--- config.mk ---
export PLATFORM = sky130hd
export DESIGN_NAME = led_pattern_gen
export DESIGN_NICKNAME = d
export VERILOG_FILES = /design/src/rtl/led_pattern_pkg.sv /design/src/rtl/led_channel.sv /design/src/rtl/led_pattern_gen.sv
export SDC_FILE = /design/constraint.sdc
export NUM_CORES = 1
export LEC_CHECK = 0
export ABC_AREA = 1
export BUFFER_PORTS_ARGS = -buffer_cell sky130_fd_sc_hd__buf_2
export CORE_MARGIN = 4
export CORE_UTILIZATION = 54
export DETAILED_ROUTE_END_ITERATION = 7
export PLACE_DENSITY = 0.73
export SLEW_MARGIN = 20
export SYNTH_ARGS = -nofsm -noshare
export SYNTH_HDL_FRONTEND = slang
export SYNTH_SLANG_ARGS = --single-unit
--- constraint.sdc ---
create_clock -name clk -period 4.8 [get_ports clk]
set_input_delay 0.72 -clock clk [delete_from_list [all_inputs] [get_ports clk]]
set_output_delay 0.72 -clock clk [all_outputs]
set_load 0.005 [all_outputs]
--- src/rtl/led_pattern_pkg.sv ---
// Shared mode encodings and channel state type for the LED pattern generator.
package led_pattern_pkg;

  localparam logic [1:0] MODE_OFF   = 2'd0;
  localparam logic [1:0] MODE_ON    = 2'd1;
  localparam logic [1:0] MODE_BLINK = 2'd2;
  localparam logic [1:0] MODE_BURST = 2'd3;

  typedef enum logic [1:0] {
    S_OFF,
    S_ON,
    S_BLINK,
    S_BURST
  } ch_state_t;

endpackage

--- src/rtl/led_channel.sv ---
// One LED channel: mode FSM with a phase counter for the blink half-period
// and a flash counter that ends a burst after the requested number of flashes.
module led_channel
  import led_pattern_pkg::*;
#(
  parameter int PER_W = 8,
  parameter int CNT_W = 4
) (
  input  logic             clk,
  input  logic             rst_n,
  input  logic             tick,
  input  logic             we,
  input  logic [1:0]       mode,
  input  logic [PER_W-1:0] half_period,
  input  logic [CNT_W-1:0] burst,
  output logic             led,
  output logic             done
);

  ch_state_t        state_q, state_d;
  logic [PER_W-1:0] phase_q, phase_d;
  logic [CNT_W-1:0] flash_q, flash_d;
  logic [PER_W-1:0] hp_q, hp_d;
  logic [CNT_W-1:0] burst_q, burst_d;
  logic             led_q, led_d;
  logic             done_q, done_d;
  logic [PER_W-1:0] last_phase;
  logic [CNT_W-1:0] flash_next;

  always_ff @(posedge clk or negedge rst_n) begin
    if (!rst_n) begin
      state_q <= S_OFF;
      phase_q <= '0;
      flash_q <= '0;
      hp_q    <= '0;
      burst_q <= '0;
      led_q   <= 1'b0;
      done_q  <= 1'b0;
    end else begin
      state_q <= state_d;
      phase_q <= phase_d;
      flash_q <= flash_d;
      hp_q    <= hp_d;
      burst_q <= burst_d;
      led_q   <= led_d;
      done_q  <= done_d;
    end
  end

  // A half-period of 0 behaves like 1, so the terminal phase is 0 in both cases.
  // A write takes priority over a coincident tick, which is simply dropped.
  always_comb begin
    state_d    = state_q;
    phase_d    = phase_q;
    flash_d    = flash_q;
    hp_d       = hp_q;
    burst_d    = burst_q;
    led_d      = led_q;
    done_d     = 1'b0;
    last_phase = (hp_q == '0) ? '0 : hp_q - PER_W'(1);
    flash_next = flash_q + CNT_W'(1);
    if (we) begin
      hp_d    = half_period;
      burst_d = burst;
      phase_d = '0;
      flash_d = '0;
      case (mode)
        MODE_ON: begin
          state_d = S_ON;
          led_d   = 1'b1;
        end
        MODE_BLINK: begin
          state_d = S_BLINK;
          led_d   = 1'b1;
        end
        MODE_BURST: begin
          if (burst == '0) begin
            state_d = S_OFF;
            led_d   = 1'b0;
            done_d  = 1'b1;
          end else begin
            state_d = S_BURST;
            led_d   = 1'b1;
          end
        end
        default: begin
          state_d = S_OFF;
          led_d   = 1'b0;
        end
      endcase
    end else if (tick && (state_q == S_BLINK || state_q == S_BURST)) begin
      if (phase_q == last_phase) begin
        phase_d = '0;
        led_d   = ~led_q;
        if (state_q == S_BURST && led_q) begin
          flash_d = flash_next;
          if (flash_next == burst_q) begin
            state_d = S_OFF;
            led_d   = 1'b0;
            done_d  = 1'b1;
          end
        end
      end else begin
        phase_d = phase_q + PER_W'(1);
      end
    end
  end

  always_comb begin
    led  = led_q;
    done = done_q;
  end

endmodule

--- src/rtl/led_pattern_gen.sv ---
// Multi-channel LED pattern generator: shared free-running tick prescaler,
// config write decode and an array of independent led_channel instances.
module led_pattern_gen
  import led_pattern_pkg::*;
#(
  parameter int N_CH     = 4,
  parameter int CH_W     = 2,
  parameter int TICK_DIV = 2500000,
  parameter int PER_W    = 8,
  parameter int CNT_W    = 4
) (
  input  logic             clk,
  input  logic             rst_n,
  input  logic             cfg_we,
  input  logic [CH_W-1:0]  cfg_ch,
  input  logic [1:0]       cfg_mode,
  input  logic [PER_W-1:0] cfg_half_period,
  input  logic [CNT_W-1:0] cfg_burst,
  output logic [N_CH-1:0]  led_out,
  output logic [N_CH-1:0]  ch_done,
  output logic             tick_out
);

  localparam int PRE_W = $clog2(TICK_DIV);
  localparam logic [PRE_W-1:0] PRE_LAST = PRE_W'(TICK_DIV - 1);

  logic [PRE_W-1:0] presc_q;
  logic [N_CH-1:0]  ch_we;

  always_ff @(posedge clk or negedge rst_n) begin
    if (!rst_n) begin
      presc_q <= '0;
    end else if (presc_q == PRE_LAST) begin
      presc_q <= '0;
    end else begin
      presc_q <= presc_q + PRE_W'(1);
    end
  end

  assign tick_out = (presc_q == PRE_LAST);

  // Selects at or beyond N_CH match no channel, so such writes are dropped.
  always_comb begin
    ch_we = '0;
    for (int i = 0; i < N_CH; i++) begin
      ch_we[i] = cfg_we && (cfg_ch == CH_W'(i));
    end
  end

  for (genvar g = 0; g < N_CH; g++) begin : g_ch
    led_channel #(
      .PER_W(PER_W),
      .CNT_W(CNT_W)
    ) u_ch (
      .clk        (clk),
      .rst_n      (rst_n),
      .tick       (tick_out),
      .we         (ch_we[g]),
      .mode       (cfg_mode),
      .half_period(cfg_half_period),
      .burst      (cfg_burst),
      .led        (led_out[g]),
      .done       (ch_done[g])
    );
  end

endmodule

======== After elaboration in Yosys (flattened, before gate mapping) ========
Cells that the tools add are included.
operators by class
  bitwise logic cells ..................... 4
  reductions and logical operators ........ 51
  mux-type cells .......................... 99
  equality and inequality tests ........... 23
  add/sub/neg operators ................... 13
operator list
  kind                   number
  $mux 8                 16
  $mux 4                 16
  $mux 1                 43
  $mux 2                 21
  $add 8x1->8 const B    4
  $eq 8x8->1             4
  $logic_not 8->1        4
  $reduce_bool 2->1      16
  $sub 8x1->8 const B    4
  $eq 2x2->1 const B     12
  $add 22x1->22 const B  1
  $eq 22x22->1 const B   1
  $mux 22                1
  $add 4x1->4 const B    4
  $eq 4x4->1             4
  $reduce_and 4->1       4
  $logic_and 1x1->1      12
  $reduce_and 3->1       4
  $reduce_and 2->1       4
  $pmux 2 s3             1
  $eq 2x1->1 const B     2
  $logic_not 4->1        1
  $logic_or 1x1->1       4
  $not 1->1              4
  other kinds (3)        3
word-level totals
  register bits ........................... 134
  output and inout bits ................... 9
  input bits .............................. 19

======== Logic depth before layout (Yosys ltp) ========
Gate-level depths: netlist (run 1).
  depth in word-level cells ............... 7
  depth in mapped cells ................... 17

======== By module ========
From an unflattened synthesis (run 1), not the netlist that was laid out.
second synthesis, totals
  cells, all modules ...................... 1188
  area, all modules ....................... 8523.2 um^2
modules (own cells, without submodules)
  module           instances  area each (um^2)  cells an instance
  led_channel      4          1809.2            252
  led_pattern_gen  1          1286.2            180

======== Worst setup path before layout (run 1) ========
OpenSTA, ideal clock, no wires.
  path type ............................... flip-flop to flip-flop
  start ................................... reg g_ch[2].u_ch.hp_q[0]
  end ..................................... reg g_ch[2].u_ch.led_q
  setup slack ............................. 2870 ps
  setup time .............................. 117 ps
  data required time ...................... 4683 ps
  arrival time ............................ 1813 ps
  path buffers ............................ 2
  stages on the path, launching flop included .. 17
  cells stage by stage .................... dfrtp_1 clkinv_1 ha_1 nand2_2 nor2_4 nand2_4 buf_6 nand3_1 nand2_1 nand2_1 nor2_2 nand3_2 nand2_2 buf_6 nand2_1 nand2_1 nand2_1
between the ends
  cells in the longest elaborated chain, start to end .. 5
RTL lines
  what                                            line               text
  start: declaration                              led_channel.sv:23  logic [PER_W-1:0] hp_q, hp_d;
  start signal: assignment                        led_channel.sv:43  hp_q <= hp_d;
  $sub 8x1->8 or $logic_not 8->1 (tied branches)  led_channel.sv:60  last_phase = (hp_q == '0) ? '0 : hp_q - PER_W'(1);
  $mux 8 *                                        led_channel.sv:60
  $eq 8x8->1 *                                    led_channel.sv:92  if (phase_q == last_phase) begin
  $reduce_bool 2->1 (no source line) *            -
  $reduce_and 2->1 (no source line) *             -
  end signal: assignment                          led_channel.sv:45  led_q <= led_d;
  end: declaration                                led_channel.sv:25  logic led_q, led_d;
Mark *: on every way between the ends. The rest lies on a longest branch, timed or not.
A chain may end at the register's enable or synchronous reset.

======== Final worst setup path (run 1) ========
  start ................................... reg presc_q[9]
  end ..................................... out tick_out
between the ends
  cells in the longest elaborated chain, start to end .. 1
RTL lines
  what                      line                   text
  start: declaration        led_pattern_gen.sv:27  logic [PRE_W-1:0] presc_q;
  start signal: assignment  led_pattern_gen.sv:36  presc_q <= presc_q + PRE_W'(1);
  $eq 22x22->1              led_pattern_gen.sv:40  assign tick_out = (presc_q == PRE_LAST);
  end: declaration          led_pattern_gen.sv:21  output logic tick_out
No other way between the ends.

==> summary.md, run 1 <==
| Metric | Value |
|---|---|
| Mapped Nets | `around 1100` |
| Slew Limit Fails | `0` |
| CP arrival | `roughly 1.9 ns` |
| Endpoints failing hold | `0` |
| Post-DP HPWL | `approximately 13000 um` |
| Mux contribution to synthesized area | `0.00607` |
| RSZ-0062 raised after global routing | `false` |
| Post-Synth Simple-Gate Area | `0.347` |
| Layout area overhead | `9.40%` |
| Worst Tran Pin Value | `0.956 ns` |
| Register-to-Register Path Depth | `12` |
| Site row count | `44` |
| CTS tree | `built` |
| Global-route wire length before repair | `32300 um` |
| Initial Utilization | `0.558` |
| Final setup fails | `0` |
| Final wirelength | `around 19000 um` |
| Via Count | `7001` |
| Global route overflow | `0` |
| Synth unique cells | `42` |
| Cts repair resizes | `0` |
| Largest family of logic cells by synthesized area | `simple AND/OR/NAND/NOR gates` |
| Maxcap violations | `0` |
| Reg2reg setup slack | `about 2.4 ns` |
| Via/cell ratio | `approximately 5.3` |
| Share of post-route cells with drive strength above 1 | `0.135` |
| Area of the mapped netlist | `slightly above 0.008 sq mm` |
| Slew headroom | `0.362` |
| Mapped Cells | `1094` |
| Crit start category | `register` |
| H-tree depth | `4` |
| Hold_buf cts | `0` |
| Post-synthesis compound-gate area fraction | `0.0717` |
| Synthesis Warnings | `0` |
| Peak VDD IR | `0.292 mV` |
| Die area | `approximately 0.017 sq mm` |
| Ant diodes | `0` |
| Largest net degree at the start of global routing | `106` |
| Setup CP Type | `register to primary output` |
| Initial antenna violation count | `0` |
| Die H | `132 um` |
| First-iteration detailed-routing DRC count | `444` |
| Clock Skew | `~0.0067 ns` |
| Share of the synthesized area in the top cell type | `0.407` |
| Critical path endpoint category | `primary output` |
| DRT antenna net count | `0` |
| Drt pass-1 iters | `5` |
| Worst R2R End | `g_ch[3].u_ch.flash_q[2]` |
| Fmax | `387 MHz` |
| Setup_tns | `0 ns` |
| P per Cell Area | `~430 mW/mm^2` |
| Clock buffer depth | `2` |
| CTS clock-pin slew for the worst setup and hold paths | `about 0.06 ns` |
| RePlAce Congestion | `0.885` |
| XOR/XNOR share of the synthesized area | `0.0532` |
| CTS sink count | `approximately 130` |
| Status | `completed` |
| Min Hold Slack | `0.421 ns` |
| Largest cells by area after synthesis | `dfrtp_1, nand2_1, nand3_1` |
| Core area | `between 0.01 and 0.015 sq mm` |
| DRC violations left | `0` |
| Number of port buffers | `27` |
| Setup repair bufs after CTS | `0` |
| CTS root buf | `clkbuf_16` |
| Wire length per cell | `14.2 um` |
| Worst path required time | `about 4.1 ns` |
| GRT Total Usage | `0.226` |
| Crit Path Max Fanout | `4` |
| Fin crit share | `0.538` |
| I/O pin total | `28` |
| Final nets | `1147` |
| Post-synthesis sequential area ratio | `0.407` |
| Reg-to-Reg Start | `presc_q[0]` |
| Clock buffer count from CTS | `17` |
| Area leader, netlist | `dfrtp_1` |
| Clock latency on the worst-skew pair | `~0.42 ns` |
| Worst hold path type | `input port to async pin` |
| Vias in the first global route | `around 6600` |
| Tmin final | `2.58 ns` |
| Leakage | `about 4.6 nW` |
| Synth Register Bits | `134` |
| Syn Area/Cell | `between 7 and 8 sq um` |
| Post-Synth Adder-Cell Area | `0.0228` |
| Die X | `approximately 130 um` |
metal layers:
| metal | vias to the layer above | wire, um | share of wire | global-route usage |
|---|---|---|---|---|
| met5 | - | 0 | 0 | 0 |
| met2 | 159 | 8690 | 0.47 | 0.365 |
| met4 | 0 | 362 | 0.019 | 0.0723 |
| li1 | 3553 | - | - | - |
| met3 | 28 | 790 | 0.042 | 0.0478 |
| met1 | 3261 | 8750 | 0.47 | 0.307 |
report_power, final:
part / internal [mW] / switching (mW)
logic: 0.400 / 0.622
clock network: 0.769 / 0.521
registers: 1.33 / 0.215
total: 2.49 / 1.36
synth_stat cells (all sizes together):
cell,instances
o21ai,71
nor3b,2
o22ai,12
nand2,339
or2,7
nand3b,11
inv,136
a31oi,1
nor4,2
nor2,82
clkbuf,11
a211oi,1
o21a,1
buf,21
xor2,36
nand4,38
xnor2,14
ha,15
clkinv,4
a221oi,1
nor3,19
nand3,116
dfrtp,134
a21oi,15
mux2i,5
logic make-up (layout without fill, tap and decap cells):
kind of cell / count (synthesis) / in the layout
multiplexers: 5 / 5
XOR/XNOR: 50 / 50
AND/OR/NAND/NOR: 616 / 616
flip-flops: 134 / 134
buffers and inverters: 172 / 204
AO/OA/AOI/OAI: 102 / 102
adder cells (fa/ha/maj): 15 / 15
through the flow:
step / instances / setup WS [ns] / utilization / cell area, sq um / power [mW]
floorplan: 1094 / 2.87 / - / 8240 / 2.33
global placement: 1278 / 2.46 / 0.572 / 8440 / 2.55
detailed placement: 1278 / 2.39 / 0.572 / 8440 / 2.57
CTS: 1310 / 2.20 / 0.611 / 9010 / 3.87
global route: 1310 / 2.05 / 0.611 / 9010 / 4.12
finish: 1310 / 2.22 / 0.611 / 9010 / 3.85
state kept, by name, summed over array words and instances (netlist names):
name	count
g_ch.u_ch.done	4
g_ch.u_ch.phase_q	32
g_ch.u_ch.state_q	8
presc_q	22
g_ch.u_ch.flash_q	16
g_ch.u_ch.burst_q	16
g_ch.u_ch.hp_q	32
g_ch.u_ch.led	4
critical path, cell delays in order (launching register included):
cell and delay, ns:
dfrtp_1 0.41, inv_1 0.10, nand4_1 0.14, nor2_1 0.16, nand3_1 0.11, nor2_1 0.34, buf_2 0.19
final cells by class:
| cell class | count | area, sq um |
|---|---|---|
| Multi-Input combinational cell | 788 | 4140 |
| Inverter | 140 | 532 |
| Clock inverter | 14 | 149 |
| Fill cell | 1286 | 5740 |
| Sequential cell | 134 | 3350 |
| Clock buffer | 18 | 429 |
| Timing Repair Buffer | 32 | 179 |
| Tap cell | 184 | 230 |
how the worst max path moves through the flow:
stage | start | end | depth (start not counted)
floorplan | g_ch[2].u_ch.hp_q[0] | g_ch[2].u_ch.led | 16
global placement | cfg_ch[0] | g_ch[3].u_ch.flash_q[3] | 11
detailed placement | cfg_ch[0] | g_ch[3].u_ch.flash_q[2] | 11
CTS | presc_q[0] | tick_out | 6
global route | presc_q[9] | tick_out | 6
finish | presc_q[9] | tick_out | 6
cells in the final DEF, fill, tap and decap left out, types with 2 or more instances in the layout:
master / n
a21oi_1: 13
buf_2: 26
buf_4: 5
bufinv_16: 2
clkbuf_16: 17
clkinv_1: 2
clkinv_2: 5
clkinv_4: 4
dfrtp_1: 134
ha_1: 15
inv_1: 114
inv_2: 22
inv_6: 4
mux2i_1: 5
nand2_1: 320
nand2_2: 13
nand2_4: 6
nand3_1: 111
nand3_2: 4
nand3b_1: 11
nand4_1: 38
nor2_1: 61
nor2_2: 15
nor2_4: 6
nor3_1: 12
nor3_2: 7
nor3b_1: 2
nor4_1: 2
o21ai_0: 60
o21ai_1: 8
o21ai_4: 3
o22ai_1: 11
or2_2: 7
xnor2_1: 14
xor2_1: 36
Power figures use the tool's default switching activity.
==> inputs of run 2 (changes only) <==
--- a/config.mk
+++ b/config.mk
@@ -10,7 +10,7 @@
 export CORE_MARGIN = 4
 export CORE_UTILIZATION = 54
 export DETAILED_ROUTE_END_ITERATION = 7
-export PLACE_DENSITY = 0.73
+export PLACE_DENSITY = 0.76
 export SLEW_MARGIN = 20
 export SYNTH_ARGS = -nofsm -noshare
 export SYNTH_HDL_FRONTEND = slang
==> constraint.sdc (replaced) <==
create_clock -name clk -period 2.3 [get_ports clk]
set_input_delay 0.345 -clock clk [delete_from_list [all_inputs] [get_ports clk]]
set_output_delay 0.345 -clock clk [all_outputs]
set_load 0.005 [all_outputs]
==> summary.md, run 2 (synthesis results as in run 1) <==
| Metric | Value |
|---|---|
| Status | `completed` |
| Share of post-route cells with drive strength above 1 | `0.149` |
| Worst hold path type | `input port to register` |
| First-iteration detailed-routing DRC count | `between 500 and 600` |
| Setup CP Type | `register to register` |
| Vias in the first global route | `around 6500` |
| Most frequent cells in the layout | `nand2_1, dfrtp_1, inv_1, nand3_1, nor2_1` |
| Area of the multi-input gates | `0.00417 sq mm` |
| Endpoints failing hold | `0` |
| Final setup fails | `0` |
| RePlAce Congestion | `about 0.92` |
| CP arrival | `~2.4 ns` |
| Largest regs | `g_ch.u_ch.hp_q x32, g_ch.u_ch.phase_q x32, presc_q x22` |
| Die area | `roughly 0.017 sq mm` |
| Leakage | `around 4.7 nW` |
| GRT Total Usage | `0.217` |
| DRC violations left | `0` |
| Setup_tns | `0 ns` |
| Final wirelength | `around 18000 um` |
| CTS root buf | `clkbuf_16` |
| CTS clock-pin slew for the worst setup and hold paths | `approximately 0.060 ns` |
| Dpl cells | `between 1000 and 1500` |
| Fin crit share | `0.927` |
| Ant diodes | `0` |
| Most common cell after layout, fill and taps aside | `nand2_1` |
| P per Cell Area | `approximately 880 mW/mm^2` |
| Site row count | `44` |
| Maxcap violations | `0` |
| H-tree depth | `4` |
| Filler cell count | `1282` |
| Slew headroom | `0.610` |
| Clock Skew | `~0.0057 ns` |
| Reg2reg setup slack | `between 0.15 and 0.2 ns` |
| Clock buffer count from CTS | `17` |
| Number of port buffers | `27` |
| Clock latency on the worst-skew pair | `around 0.42 ns` |
| Die H | `roughly 130 um` |
| Reg area | `0.00335 sq mm` |
| DRT antenna net count | `0` |
| Largest net degree at the start of global routing | `63` |
| Via/cell ratio | `about 5.4` |
| Initial antenna violation count | `0` |
| Post-DP HPWL | `about 13000 um` |
| RSZ-0062 raised after global routing | `false` |
| Critical path endpoint category | `register` |
| I/O pin total | `28` |
| Worst Tran Pin Value | `roughly 0.58 ns` |
| Tmin final | `2.13 ns` |
| Peak VDD IR | `just under 0.6 mV` |
| Worst path required time | `2.61 ns` |
| Layout area overhead | `11.5%` |
| Global route overflow | `0` |
| Crit Path Max Fanout | `14` |
| Via Count | `7101` |
| Final nets | `~1200` |
| Drt pass-1 iters | `5` |
| Initial Utilization | `0.558` |
| CTS tree | `built` |
| Die X | `approximately 130 um` |
| Wire length per cell | `approximately 14 um` |
| Slew Limit Fails | `0` |
| Fmax | `approximately 470 MHz` |
| Clock buffer depth | `2` |
| Global-route wire length before repair | `30800 um` |
| Crit start category | `register` |
| Final Non-Filler Cells | `about 1300` |
| CTS sink count | `134` |
| Core area | `between 0.01 and 0.015 sq mm` |
[run 2: cell count changes in the layout (fill, tap and decap cells not counted), moves of 2 or more]
cell      before  now
buf_4          5   20
clkbuf_1       1    3
clkbuf_8       0    4
clkinv_2       5    3
ha_1          15   13
ha_2           0    2
inv_6          4    0
nand2_2       13   11
nand2_4        6    9
[run 2: worst paths after layout]
| path | cells past startpoint | startpoint | endpoint |
|---|---|---|---|
| worst min-delay path | 3 | cfg_half_period[6] | g_ch[0].u_ch.hp_q[6] |
| min in group asynchronous | 2 | rst_n | presc_q[16] |
| worst max-delay path | 15 | g_ch[2].u_ch.hp_q[1] | g_ch[2].u_ch.state_q[0] |
| max in group asynchronous | 3 | rst_n | g_ch[1].u_ch.hp_q[1] |
| worst min register to register | 1 | presc_q[21] | presc_q[21] |
| worst max register to register | 15 | g_ch[2].u_ch.hp_q[1] | g_ch[2].u_ch.state_q[0] |
[run 2: timing repair]
action | CTS | global route
hold endpoints to repair | 59 | 0
buffers inserted | 0 | 7
endpoints found under the setup margin | 0 | 25
hold buffers | 1 | 0
resized for setup | 0 | 9
[run 2: metal layers]
metal,vias up,GRT usage,share of wire,routed length (um)
met2,145,0.347,0.46,8510
met4,0,0.0776,0.025,461
li1,3587,-,-,-
met5,-,0,0,0
met1,3336,0.295,0.47,8530
met3,33,0.0447,0.045,831
[run 2: through the flow]
stage | util | worst slack [ns] | hold slack, ns | cell area [sq um] | total power [mW]
CTS | 0.618 | 0.0770 | 0.219 | 9110 | 8.08
detailed placement | 0.577 | 0.0874 | 0.367 | 8520 | 5.35
finish | 0.623 | 0.169 | 0.226 | 9190 | 8.06
floorplan | - | 0.370 | 0.0494 | 8240 | 4.86
global placement | 0.577 | 0.136 | 0.367 | 8520 | 5.30
global route | 0.623 | 0.0145 | 0.228 | 9190 | 8.62
[run 2: area by class of cell]
| type | instances | share of cell area |
|---|---|---|
| multi-input cells | 788 | 0.453 |
| flip-flops and latches | 134 | 0.365 |
| inverters | 140 | 0.0579 |
| clock buffers | 24 | 0.0535 |
| repair buffers | 49 | 0.0350 |
| well taps | 184 | 0.0251 |
| clock inverters | 7 | 0.0103 |
[run 2: power by group]
group	switching [mW]	leakage [nW]	total, mW	internal (mW)
sequential	0.437	1.70	3.21	2.77
combinational	1.29	2.70	2.16	0.867
clock	0.987	0.286	2.69	1.70
[run 2: worst max-delay path, cell delays in order (launching register included)]
cell	delay, ns
dfrtp_1	0.39
inv_1	0.09
ha_1	0.24
nand2_2	0.09
nor2_4	0.12
nand2_4	0.12
nand2_1	0.09
nand2_1	0.05
nand2_1	0.05
nand2_1	0.06
nor2_2	0.14
nand3_2	0.17
nand2_4	0.17
nand2_1	0.11
nand2_1	0.08
nand2_1	0.05
==> inputs of run 3 (changes only) <==
--- a/config.mk
+++ b/config.mk
@@ -7,6 +7,7 @@
 export LEC_CHECK = 0
 export ABC_AREA = 1
 export BUFFER_PORTS_ARGS = -buffer_cell sky130_fd_sc_hd__buf_2
+export CORE_ASPECT_RATIO = 1.1
 export CORE_MARGIN = 4
 export CORE_UTILIZATION = 54
 export DETAILED_ROUTE_END_ITERATION = 7
==> summary.md, run 3 (synthesis results as in run 1) <==
| Metric | Value |
|---|---|
| CP arrival | `1.81 ns` |
| Clock Skew | `around 0.0091 ns` |
| Final Non-Filler Cells | `around 1300` |
| Placed cell areas | `between 0.008 and 0.009 sq mm` |
| Initial antenna violation count | `0` |
| Most frequent cells in the layout | `nand2_1, dfrtp_1, inv_1, nand3_1, nor2_1` |
| Drt pass-1 iters | `5` |
| Final setup fails | `0` |
| Via/cell ratio | `about 5.2` |
| Psw | `roughly 2.8 mW` |
| Final nets | `~1200` |
| Crit Path Max Fanout | `4` |
| Crit start category | `register` |
| Peak VDD IR | `between 0.6 and 0.7 mV` |
| I/O pin total | `28` |
| Share of post-route cells with drive strength above 1 | `0.147` |
| Global-route wire length before repair | `roughly 31000 um` |
| Slew Limit Fails | `0` |
| Worst hold path type | `input port to register` |
| Die H | `~140 um` |
| Post-Layout Inst Area | `around 0.0092 sq mm` |
| Site row count | `between 40 and 50` |
| RSZ-0062 raised after global routing | `false` |
| Number of port buffers | `27` |
| Final wirelength | `around 18000 um` |
| Fin crit share | `0.939` |
| Die area | `about 0.017 sq mm` |
| Ant diodes | `0` |
| CTS tree | `built` |
| DRC violations left | `0` |
| Most common cell after layout, fill and taps aside | `nand2_1` |
| Sequential share of power | `0.389` |
| First-iteration detailed-routing DRC count | `~380` |
| Initial Utilization | `0.549` |
| Core area | `0.0150 sq mm` |
| Setup CP Type | `register to primary output` |
| Endpoints failing hold | `0` |
| Post-DP HPWL | `around 13000 um` |
| Leakage | `about 4.7 nW` |
| Worst path required time | `roughly 2.0 ns` |
| Global route overflow | `0` |
| Fmax | `463 MHz` |
| P per Cell Area | `approximately 900 mW/mm^2` |
| Wire length per cell | `about 14 um` |
| Slew headroom | `0.621` |
| Clock buffer depth | `2` |
| Worst Tran Pin Value | `between 0.5 and 0.6 ns` |
| P_int | `5.42 mW` |
| CTS root buf | `clkbuf_16` |
| Largest net degree at the start of global routing | `61` |
| Clock latency on the worst-skew pair | `0.43 ns` |
| Vias in the first global route | `6602` |
| Status | `completed` |
| Clk pwr share | `0.346` |
| CTS sink count | `134` |
| GRT Total Usage | `0.221` |
| H-tree depth | `4` |
| Layout area overhead | `11.9%` |
| Clock buffer count from CTS | `17` |
| RePlAce Congestion | `slightly below 0.9` |
| CTS clock-pin slew for the worst setup and hold paths | `approximately 0.06 ns` |
| Switching part of the total | `0.340` |
| Critical path endpoint category | `primary output` |
| Via Count | `7005` |
| Comb pwr share | `0.265` |
| DRT antenna net count | `0` |
| Tmin final | `between 2 and 2.5 ns` |
| Dpl cells | `1300` |
| Setup_tns | `0 ns` |
| Die X | `126 um` |
| Largest regs | `g_ch.u_ch.hp_q x32, g_ch.u_ch.phase_q x32, presc_q x22` |
| Maxcap violations | `0` |
[run 3: final cells by class]
| cell class | count | area (sq um) |
|---|---|---|
| inverter | 140 | 532 |
| clock inverter | 11 | 149 |
| clock buffer | 21 | 470 |
| tap | 196 | 245 |
| timing repair buffer | 46 | 299 |
| multi-input combinational | 788 | 4170 |
| sequential | 134 | 3350 |
| fill | 1294 | 5780 |
[run 3: power groups by stage]
stage | registers [mW] | clock network [mW] | logic [mW]
after detailed placement | 3.23 | 0 | 2.15
after CTS | 3.19 | 2.86 | 2.17
after global placement | 3.22 | 0 | 2.09
after global routing | 3.26 | 2.98 | 2.49
after floorplan | 3.12 | 0 | 1.74
final | 3.20 | 2.84 | 2.17
[run 3: through the flow]
step           total power [mW]  utilization  worst slack [ns]  hold WS (ns)
4_1_cts                    8.22        0.611             0.108         0.237
3_3_place_gp               5.31        0.569             0.158         0.361
2_1_floorplan              4.86            -             0.370        0.0494
3_5_place_dp               5.38        0.569             0.163         0.362
5_1_grt                    8.74        0.615          0.000836         0.234
6_report                   8.21        0.615             0.141         0.237
[run 3: what timing repair did]
action                                 in CTS  in global routing
hold buffers                                1                  0
setup buffers                               0                  3
setup endpoints to repair                   0                 21
resized for setup                           0                  8
endpoints found under the hold margin      57                  0
[run 3: worst paths after layout]
path                                       from                       to  slack [ns]  cells after the start
max                                  presc_q[0]                 tick_out        0.14                      7
min                          cfg_half_period[6]     g_ch[2].u_ch.hp_q[6]        0.24                      3
max reg2reg                g_ch[0].u_ch.hp_q[1]  g_ch[0].u_ch.flash_q[2]        0.20                     14
min reg2reg                         presc_q[21]              presc_q[21]        0.46                      1
max in group asynchronous                 rst_n  g_ch[0].u_ch.flash_q[1]        1.14                      3
min in group asynchronous                 rst_n     g_ch[1].u_ch.hp_q[0]        0.46                      2
[run 3: critical path: stages, from the launching register on]
cell	delay, ns
dfrtp_1	0.37
ha_1	0.19
nand2_1	0.11
nor2_4	0.14
nand3_1	0.10
nor2_1	0.20
buf_4	0.16
buf_2	0.10
[run 3: layer usage]
layer  vias up  track usage  wire length (um)
met5         -            0                 0
met4         0       0.0799               433
met3        37       0.0430               577
met2       120        0.376              8920
met1      3264        0.283              8320
li1       3584            -                 -
